$ cat src/rtl/uart_tx_fifo.sv
// Byte FIFO on clk feeding the UART through its wr/tbe level handshake.
// Enforces a wr-low gap between bytes so the UART drains back to IDLE.
module uart_tx_fifo #(
  parameter int DEPTH      = 16,
  parameter int GAP_CYCLES = 500
) (
  input  logic                     clk,
  input  logic                     rst_n,
  input  logic [7:0]               wr_data,
  input  logic                     wr_en,
  output logic                     full,
  output logic                     empty,
  output logic [$clog2(DEPTH):0]   count,
  output logic                     overflow,
  output logic [7:0]               uart_data,
  output logic                     uart_wr,
  input  logic                     uart_tbe,
  output logic [1:0]               state_dbg
);

  localparam int PW = $clog2(DEPTH);
  localparam int CW = PW + 1;
  localparam int GW = $clog2(GAP_CYCLES + 1);
  localparam logic [GW-1:0] GAP_LOAD = GW'(GAP_CYCLES - 1);
  localparam logic [CW-1:0] DEPTH_C  = CW'(DEPTH);

  typedef enum logic [1:0] {
    S_GAP  = 2'd0,
    S_IDLE = 2'd1,
    S_REQ  = 2'd2,
    S_BUSY = 2'd3
  } state_t;

  state_t          state;
  logic [GW-1:0]   gap_cnt;
  logic [7:0]      mem [DEPTH];
  logic [PW-1:0]   wptr;
  logic [PW-1:0]   rptr;
  logic            tbe_m;
  logic            tbe_s;
  logic            push;
  logic            pop;
  logic [CW-1:0]   count_nxt;

  assign state_dbg = state;

  // The feeder pops only from IDLE; a push at full is accepted when it
  // coincides with that pop.
  assign pop  = (state == S_IDLE) && !empty;
  assign push = wr_en && (!full || pop);

  always_comb begin
    count_nxt = count;
    if (push && !pop)      count_nxt = count + CW'(1);
    else if (pop && !push) count_nxt = count - CW'(1);
  end

  always_ff @(posedge clk) begin
    if (push) mem[wptr] <= wr_data;
  end

  always_ff @(posedge clk or negedge rst_n) begin
    if (!rst_n) begin
      wptr     <= '0;
      rptr     <= '0;
      count    <= '0;
      full     <= 1'b0;
      empty    <= 1'b1;
      overflow <= 1'b0;
    end else begin
      if (push) wptr <= wptr + PW'(1);
      if (pop)  rptr <= rptr + PW'(1);
      count <= count_nxt;
      full  <= (count_nxt == DEPTH_C);
      empty <= (count_nxt == '0);
      if (wr_en && full && !pop) overflow <= 1'b1;
    end
  end

  // tbe comes from the UART's txclk domain; idle level is 1.
  always_ff @(posedge clk or negedge rst_n) begin
    if (!rst_n) begin
      tbe_m <= 1'b1;
      tbe_s <= 1'b1;
    end else begin
      tbe_m <= uart_tbe;
      tbe_s <= tbe_m;
    end
  end

  always_ff @(posedge clk or negedge rst_n) begin
    if (!rst_n) begin
      state     <= S_GAP;
      gap_cnt   <= GAP_LOAD;
      uart_wr   <= 1'b0;
      uart_data <= 8'h00;
    end else begin
      case (state)
        S_GAP: begin
          if (gap_cnt == '0) state <= S_IDLE;
          else               gap_cnt <= gap_cnt - GW'(1);
        end
        S_IDLE: begin
          if (!empty) begin
            uart_data <= mem[rptr];
            uart_wr   <= 1'b1;
            state     <= S_REQ;
          end
        end
        S_REQ: begin
          if (!tbe_s) state <= S_BUSY;
        end
        S_BUSY: begin
          // tbe back high means the stop bit went out; drop wr for the gap.
          if (tbe_s) begin
            uart_wr <= 1'b0;
            gap_cnt <= GAP_LOAD;
            state   <= S_GAP;
          end
        end
        default: begin
          uart_wr <= 1'b0;
          gap_cnt <= GAP_LOAD;
          state   <= S_GAP;
        end
      endcase
    end
  end

endmodule

$ cat config.mk
export PLATFORM = sky130hd
export DESIGN_NAME = uart_tx_fifo
export DESIGN_NICKNAME = d
export VERILOG_FILES = /design/src/rtl/uart_tx_fifo.sv
export SDC_FILE = /design/constraint.sdc
export NUM_CORES = 1
export LEC_CHECK = 0
export CORE_MARGIN = 5
export CORE_UTILIZATION = 48
export DETAILED_ROUTE_END_ITERATION = 12
export PLACE_DENSITY = 0.7
export SKIP_LAST_GASP = 1
export SLEW_MARGIN = 20
export SYNTH_ARGS = -nofsm -noshare
export SYNTH_HDL_FRONTEND = slang
export SYNTH_SLANG_ARGS = --single-unit
$ cat constraint.sdc
create_clock -name clk -period 6.1 [get_ports clk]
set_input_delay 0.915 -clock clk [delete_from_list [all_inputs] [get_ports clk]]
set_output_delay 0.915 -clock clk [all_outputs]
set_load 0.05 [all_outputs]
==> impl_results.md, run 1 <==
* Worst EP arrival at 2.96 ns
* Slew @ Worst Pin at roughly 1.1 ns
* DRT antenna net count at 0
* Slew Viols, Final at 0
* Buf+Inv Stages, Crit Path at 2
* Grt ovf at 0
* NetSw at about 1.5 mW
* Initial antenna violation count at 0
* H-tree lvl count at 4
* Fin Clk Skew at roughly 0.0097 ns
* Reg power frac at 42.1%
* Diodes inserted at 0
* Clock Sink Count at roughly 170
* CP top delay family: simple AND/OR/NAND/NOR gates
* Crit start category: register
* Clock Tree Root: clkbuf_16
* Mapped Cells at between 400 and 500
* Max stage delay cell, worst path: nor3b_2
* Seq/Total Area, Yosys at 68.67%
* First-pass GRT wire length at approximately 23 mm
* Num CTS Buffers at 17
* Initial DRC Count at around 290
* Nets at ~540
* Worst path required time at between 6 and 7 ns
* DP Area at 0.007463 mm^2
* RSZ-0062 raised after global routing: false
* Post-synth ARST share at a little under a quarter
* DR vias/cell at around 5.7
* Cell count after placement at a little under 700
* Fillers at approximately 1.2k
* Starting Density at between 40% and 50%
* Hold_buf cts at 0
* Final Non-Filler Cells at 713
* Crit-path max FO at 19
* Worst min-delay path category: register to register
* Clock group share of total power at approximately 26%
* Setup CP Type: register to register
* Multi-input logic area at around 0.0021 mm^2
* MaxCap Viol Count at 0
* Mapped Nets at ~510
* Setup crit end kind: register
* Clk slew on worst S/H paths at approximately 0.07 ns
* Global Route Usage Sum at between 10% and 20%
* Buffers on Ports at 30
* Final wirelength at ~14 mm
* Comb power frac at 32.2%
* Syn Std Cell Area at roughly 0.007 mm^2
* Share of cells above drive strength 1 at between 10% and 20%
* Worst-path cell chain: inv_1 > ha_1 > nand2b_1 > a21boi_1 > buf_4 > nand2_1 > nor3b_2
* CTS tree: yes
* Area grow syn2layout at 14.89%
* Post-CTS resize count at 0
* Maximum vdd drop at 209.4 uV
* Switch share at about 37%
* Status: complete, no violations
* Reg2Reg Capture Point: mem[7][1]$_DFFE_PP_
* 1st-pass router iterations at 5
* Internal portion of total power at 2.495 mW
* GPL Wtd Cong at 0.8528
* Fin crit share at a little under half
* Largest net degree at the start of global routing at 68
* Number of global-route vias before repair at approximately 4.0k
* Vias at 4,072
* Reg area at between 0.004 and 0.005 mm^2
* Max Freq at roughly 0.34 GHz
* Die W at roughly 130 um
* Syn avg cell area at between 10 and 15 um^2
* Hold Crit Start: tbe_m$_DFF_PN1_
* Worst R2R Path Depth at 7
* Clock buffer depth at 2
* Power Dens Cells at a little under 500 mW/mm^2
* Final TNS setup at 0 ns
* Final min period at around 2.9 ns
* FF-to-FF Start: state_dbg[1]$_DFFE_PN0P_
* Ranking of synthesized cells by area: edfxtp_1 55%, dfrtp_1 10%, mux2i_1 9.2%
* Yosys top cell area share at a little over half
* IO Pins at 31
* Residual DRC at 0
* Final Cell Area at ~0.0080 mm^2
* Unique masters post-synth at 54
* Post-CTS Setup Bufs at 0
* Die ar. at between 0.015 and 0.02 mm^2
* Sink of the worst hold path: tbe_s$_DFF_PN1_
* Setup violators final at 0
* Average routed wire per standard cell at slightly above 20 um
* Fin. Hold Viols at 0
* Post-synth EDFFs at between 100 and 150
* Pleak at between 2 and 3 nW
* Floorplan row count at 44
* Hold path cells at 0
* Clk_lat worst skew at 0.43 ns
* Commonest non-fill, non-tap cell in the layout: edfxtp_1
* Delay of the slowest critical-path stage at approximately 0.55 ns
* YS warnings at 0
* Die H at 130.8 um
* Dpl hpwl at 9.401 mm
* Area leader, netlist: edfxtp_1
* R2R Setup Slk at about 3.2 ns
* Most frequent cells in the layout: 128 x edfxtp_1, 64 x mux2i_1, 44 x nand2_1, 30 x nand3_1, 29 x clkdlybuf4s50_1
* Max transition margin at about a quarter
* #FFs+latches synth at 166
* Core Area at 0.01442 mm^2
* Main synth FF type: edfxtp_1
==> Yosys cell counts (10+ instances only) <==
| cell | count |
|---|---|
| inv_1 | 11 |
| nand3_1 | 30 |
| dfrtp_1 | 28 |
| nand2_1 | 44 |
| ha_1 | 13 |
| clkbuf_1 | 15 |
| a22oi_1 | 17 |
| nor2_1 | 10 |
| mux2i_1 | 64 |
| edfxtp_1 | 128 |
| dfstp_2 | 10 |
| a21oi_1 | 20 |
==> power groups by stage <==
stage                     clock network, mW  logic (mW)  registers (mW)
after floorplan                           0       0.802            1.74
after global placement                    0        1.24            1.68
after detailed placement                  0        1.27            1.69
after CTS                              1.03        1.28            1.67
after global routing                   1.09        1.38            1.70
final                                  1.02        1.28            1.67
==> worst reg2reg max path, delay by kind of cell, from the launching register on <==
kind	cells	cell delay (ns)
AOI/OAI and AO/OA	1	0.33
adders and majority gates	1	0.26
buffers and inverters	2	0.36
DFF	1	0.42
and+or+nand+nor	3	1.16
==> cell type report <==
type,count,share of cell area (%)
Tap cell,184,2.862
Multi-Input combinational cell,286,25.68
Inverter,11,0.5134
Timing Repair Buffer,34,4.045
Clock buffer,17,5.289
Sequential cell,166,59.82
Clock inverter,15,1.789
==> stage by stage <==
step / hold slack (ns) / total power, mW / util (%) / setup WS [ns]
6_report: 0.3646 / 3.969 / 55.76 / 3.196
3_5_place_dp: 0.3542 / 2.966 / 51.74 / 2.566
4_1_cts: 0.3640 / 3.984 / 55.69 / 2.821
2_1_floorplan: 0.3452 / 2.542 / - / 3.334
3_3_place_gp: 0.3531 / 2.921 / 51.74 / 2.656
5_1_grt: 0.3710 / 4.165 / 55.76 / 2.945
==> state kept, by name, indices dropped and copies added, names as in the netlist, 2 cells and up <==
signal     flops
mem          128
rptr           4
count          5
gap_cnt        9
state_dbg      2
uart_data      8
wptr           4
==> cell families after synthesis <==
group | after synthesis | share of synthesized area [%]
AOI/OAI and AO/OA | 65 | 6.149
and+or+nand+nor | 129 | 9.830
adders and majority gates | 13 | 2.324
xor gates and xnor gates | 14 | 1.752
DFF | 166 | 68.67
muxes | 65 | 9.312
buffers and inverters | 34 | 1.966
==> layer usage <==
| metal | up-vias | track usage, % | wire [um] |
|---|---|---|---|
| met3 | 16 | 3.577 | 627 |
| li1 | 1900 | - | - |
| met4 | 0 | 6.110 | 177 |
| met2 | 109 | 28.49 | 6917 |
| met1 | 2047 | 25.25 | 6676 |
| met5 | - | 0 | 0 |
==> how the worst max path moves through the flow <==
| stage | start | endpoint | slack, ns | cells past startpoint |
|---|---|---|---|---|
| 2_1_floorplan | state_dbg[1]$_DFFE_PN0P_ | mem[7][0]$_DFFE_PP_ | 3.33 | 7 |
| 3_3_place_gp | wr_en | mem[7][7]$_DFFE_PP_ | 2.66 | 5 |
| 3_5_place_dp | wr_en | mem[7][0]$_DFFE_PP_ | 2.57 | 5 |
| 4_1_cts | state_dbg[1]$_DFFE_PN0P_ | mem[7][1]$_DFFE_PP_ | 2.82 | 7 |
| 5_1_grt | state_dbg[1]$_DFFE_PN0P_ | mem[7][1]$_DFFE_PP_ | 2.95 | 7 |
| 6_report | state_dbg[1]$_DFFE_PN0P_ | mem[7][1]$_DFFE_PP_ | 3.20 | 7 |
No activity file was read; power rests on OpenSTA's default activity.
==> run 2: changes to the inputs <==
--- a/config.mk
+++ b/config.mk
@@ -8,7 +8,7 @@
 export CORE_MARGIN = 5
 export CORE_UTILIZATION = 48
 export DETAILED_ROUTE_END_ITERATION = 12
-export PLACE_DENSITY = 0.7
+export PLACE_DENSITY = 0.72
 export SKIP_LAST_GASP = 1
 export SLEW_MARGIN = 20
 export SYNTH_ARGS = -nofsm -noshare
==> constraint.sdc (replaced) <==
create_clock -name clk -period 2.4 [get_ports clk]
set_input_delay 0.36 -clock clk [delete_from_list [all_inputs] [get_ports clk]]
set_output_delay 0.36 -clock clk [all_outputs]
set_load 0.05 [all_outputs]
==> impl_results.md, run 2 (same netlist as run 1, synthesis figures left out) <==
* Diodes inserted at 0 (unchanged)
* Worst min-delay path category: input pin to async pin
* DRT antenna net count at 0 (unchanged)
* Commonest non-fill, non-tap cell in the layout: edfxtp_1
* Initial DRC Count at 443 (+52%)
* Post-CTS Setup Bufs at 0 (unchanged)
* Slew Viols, Final at 0 (unchanged)
* FF-to-FF Start: state_dbg[1]$_DFFE_PN0P_
* Max transition margin at 40.84% (+16 points)
* Initial antenna violation count at 0 (unchanged)
* Most flops, register: mem
* Starting Density at 48.53% (unchanged)
* Maximum vdd drop at 543.9 uV (+160%)
* Worst R2R Path Depth at 6 (-1)
* Grt ovf at 0 (unchanged)
* Worst Setup EP: empty
* Residual DRC at 0 (unchanged)
* Clock Tree Root: clkbuf_16
* R2R Setup Slk at 0.29 ns (-2.91 ns)
* H-tree lvl count at 4 (unchanged)
* Dpl hpwl at 9.591 mm (+2.0%)
* Fin Clk Skew at 0.009973 ns (+0.0002556 ns)
* Worst-path cell chain: clkdlybuf4s50_1
* Biggest regs: mem x128, gap_cnt x9, uart_data x8
* Crit-path max FO at 7 (-12)
* Largest register FFs at 128 (unchanged)
* Worst path required time at 2.04 ns (-4.12 ns)
* Pleak at 2.969 nW (+2.4%)
* RSZ-0062 raised after global routing: false
* Die H at 130.8 um (unchanged)
* Worst setup path start: empty$_DFF_PN1_
* Clock Sink Count at 166 (unchanged)
* IO Pins at 31 (unchanged)
* Setup CP Type: register to primary output
* Setup crit end kind: primary output
* Floorplan row count at 44 (unchanged)
* Setup violators final at 0 (unchanged)
* Max Freq at approximately 0.45 GHz
* Reg2Reg Capture Point: mem[7][3]$_DFFE_PP_
* Clock buffer depth at 2 (unchanged)
* Delay of the slowest critical-path stage at 0.83 ns (+0.28 ns)
* Num CTS Buffers at 17 (unchanged)
* DR vias/cell at 5.716 (about the same)
* Post-CTS resize count at 0 (unchanged)
* CTS tree: yes
* Power Dens Cells at 1262 mW/mm^2 (+160%)
* Hold WS at 0.06286 ns (-0.3017 ns)
* Buffers on Ports at 30 (unchanged)
* Final min period at between 2 and 2.5 ns
* Crit start category: register
* Hold_buf cts at 0 (unchanged)
* CP top delay family: buffers and inverters
* Die W at 130.8 um (unchanged)
* Share of cells above drive strength 1 at 12.08% (+1.5 points)
* GPL Wtd Cong at 0.8684 (+1.8%)
* Final wirelength at 14.36 mm (-0.29%)
* Nets at 550 (+1.7%)
* Die ar. at 0.01710 mm^2 (unchanged)
* Max stage delay cell, worst path: clkdlybuf4s50_1
* Status: complete, no violations
* Largest net degree at the start of global routing at 39 (-43%)
* Fillers at 1,126 (-3.3%)
* Fin. Hold Viols at 0 (unchanged)
* Area grow syn2layout at 16.55%
* MaxCap Viol Count at 0 (unchanged)
* Buf+Inv Stages, Crit Path at 1 (-1)
* Core Area at 0.01442 mm^2 (unchanged)
* DP Area at 0.007570 mm^2 (+1.4%)
* Most frequent cells in the layout: 128 x edfxtp_1, 64 x mux2i_1, 44 x nand2_1, 30 x nand3_1, 29 x clkdlybuf4s50_1
* Final TNS setup at 0 ns (unchanged)
* Vias at 4,127 (+1.4%)
* Clk_lat worst skew at 0.42 ns (about the same)
* CP Depth at 1 (-6)
* Clk slew on worst S/H paths at 0.06 ns (about the same)
* First-pass GRT wire length at 22.66 mm (-0.49%)
* Worst EP arrival at 1.86 ns (-1.10 ns)
* Number of global-route vias before repair at 4,215 (+4.8%)
* 1st-pass router iterations at 5 (unchanged)
* Final Cell Area at 0.008159 mm^2 (+1.4%)
* Average routed wire per standard cell at 19.88 um (-1.5%)
* Slew @ Worst Pin at 0.8873 ns (-0.2338 ns)
* Fin crit share at around 90%
* Global Route Usage Sum at 17.90% (-0.14 points)
-- run 2: changes by cell type in the layout (fill, tap and decap cells not counted), sizes merged --
cell,delta
clkinvlp,-1
inv,+2
bufinv,+1
buf,+9
clkbuf,+1
clkinv,-3
-- run 2: how the worst min path moves through the flow --
stage / slack, ns / end / cells past startpoint / startpoint
after floorplan: 0.06 / count[0]$_DFF_PN0_ / 0 / rst_n
after global placement: 0.35 / tbe_s$_DFF_PN1_ / 0 / tbe_m$_DFF_PN1_
after detailed placement: 0.35 / tbe_s$_DFF_PN1_ / 0 / tbe_m$_DFF_PN1_
after CTS: 0.09 / wptr[1]$_DFFE_PN0P_ / 1 / rst_n
after global routing: 0.15 / full$_DFF_PN0_ / 1 / rst_n
final: 0.06 / wptr[1]$_DFFE_PN0P_ / 1 / rst_n
-- run 2: metal layers --
metal | global-route usage (%) | vias to the layer above | share of wire, %
met5 | 0 | - | 0
met4 | 6.655 | 0 | 1.7
met3 | 4.715 | 17 | 6.4
met2 | 29.63 | 147 | 51
met1 | 22.79 | 2048 | 41
li1 | - | 1915 | -
-- run 2: final cells by class --
cell class,count,area [um^2],share of cell area [%]
inverter,11,41.29,0.5061
timing repair buffer,43,405.4,4.969
clock inverter,14,160.2,1.963
clock buffer,18,429.2,5.260
tap,184,230.2,2.822
sequential,166,4811,58.96
multi-input combinational,286,2082,25.52
-- run 2: where the power goes --
| part | leakage, nW | switching [mW] | internal [mW] | total (mW) |
|---|---|---|---|---|
| registers | 1.60 | 0.455 | 3.62 | 4.08 |
| clock network | 0.276 | 1.14 | 1.56 | 2.70 |
| logic | 1.10 | 2.16 | 1.36 | 3.52 |
| total | 2.97 | 3.76 | 6.54 | 10.3 |
-- run 2: stage by stage --
stage / utilization (%) / setup WS (ns) / cells / total power [mW]
3_3_place_gp: 52.48 / 0.2333 / 690 / 7.548
4_1_cts: 56.57 / 0.1603 / 722 / 10.34
2_1_floorplan: - / 0.05454 / 486 / 6.490
6_report: 56.57 / 0.1815 / 722 / 10.30
5_1_grt: 56.57 / 0.1110 / 722 / 10.80
3_5_place_dp: 52.48 / 0.1469 / 690 / 7.652
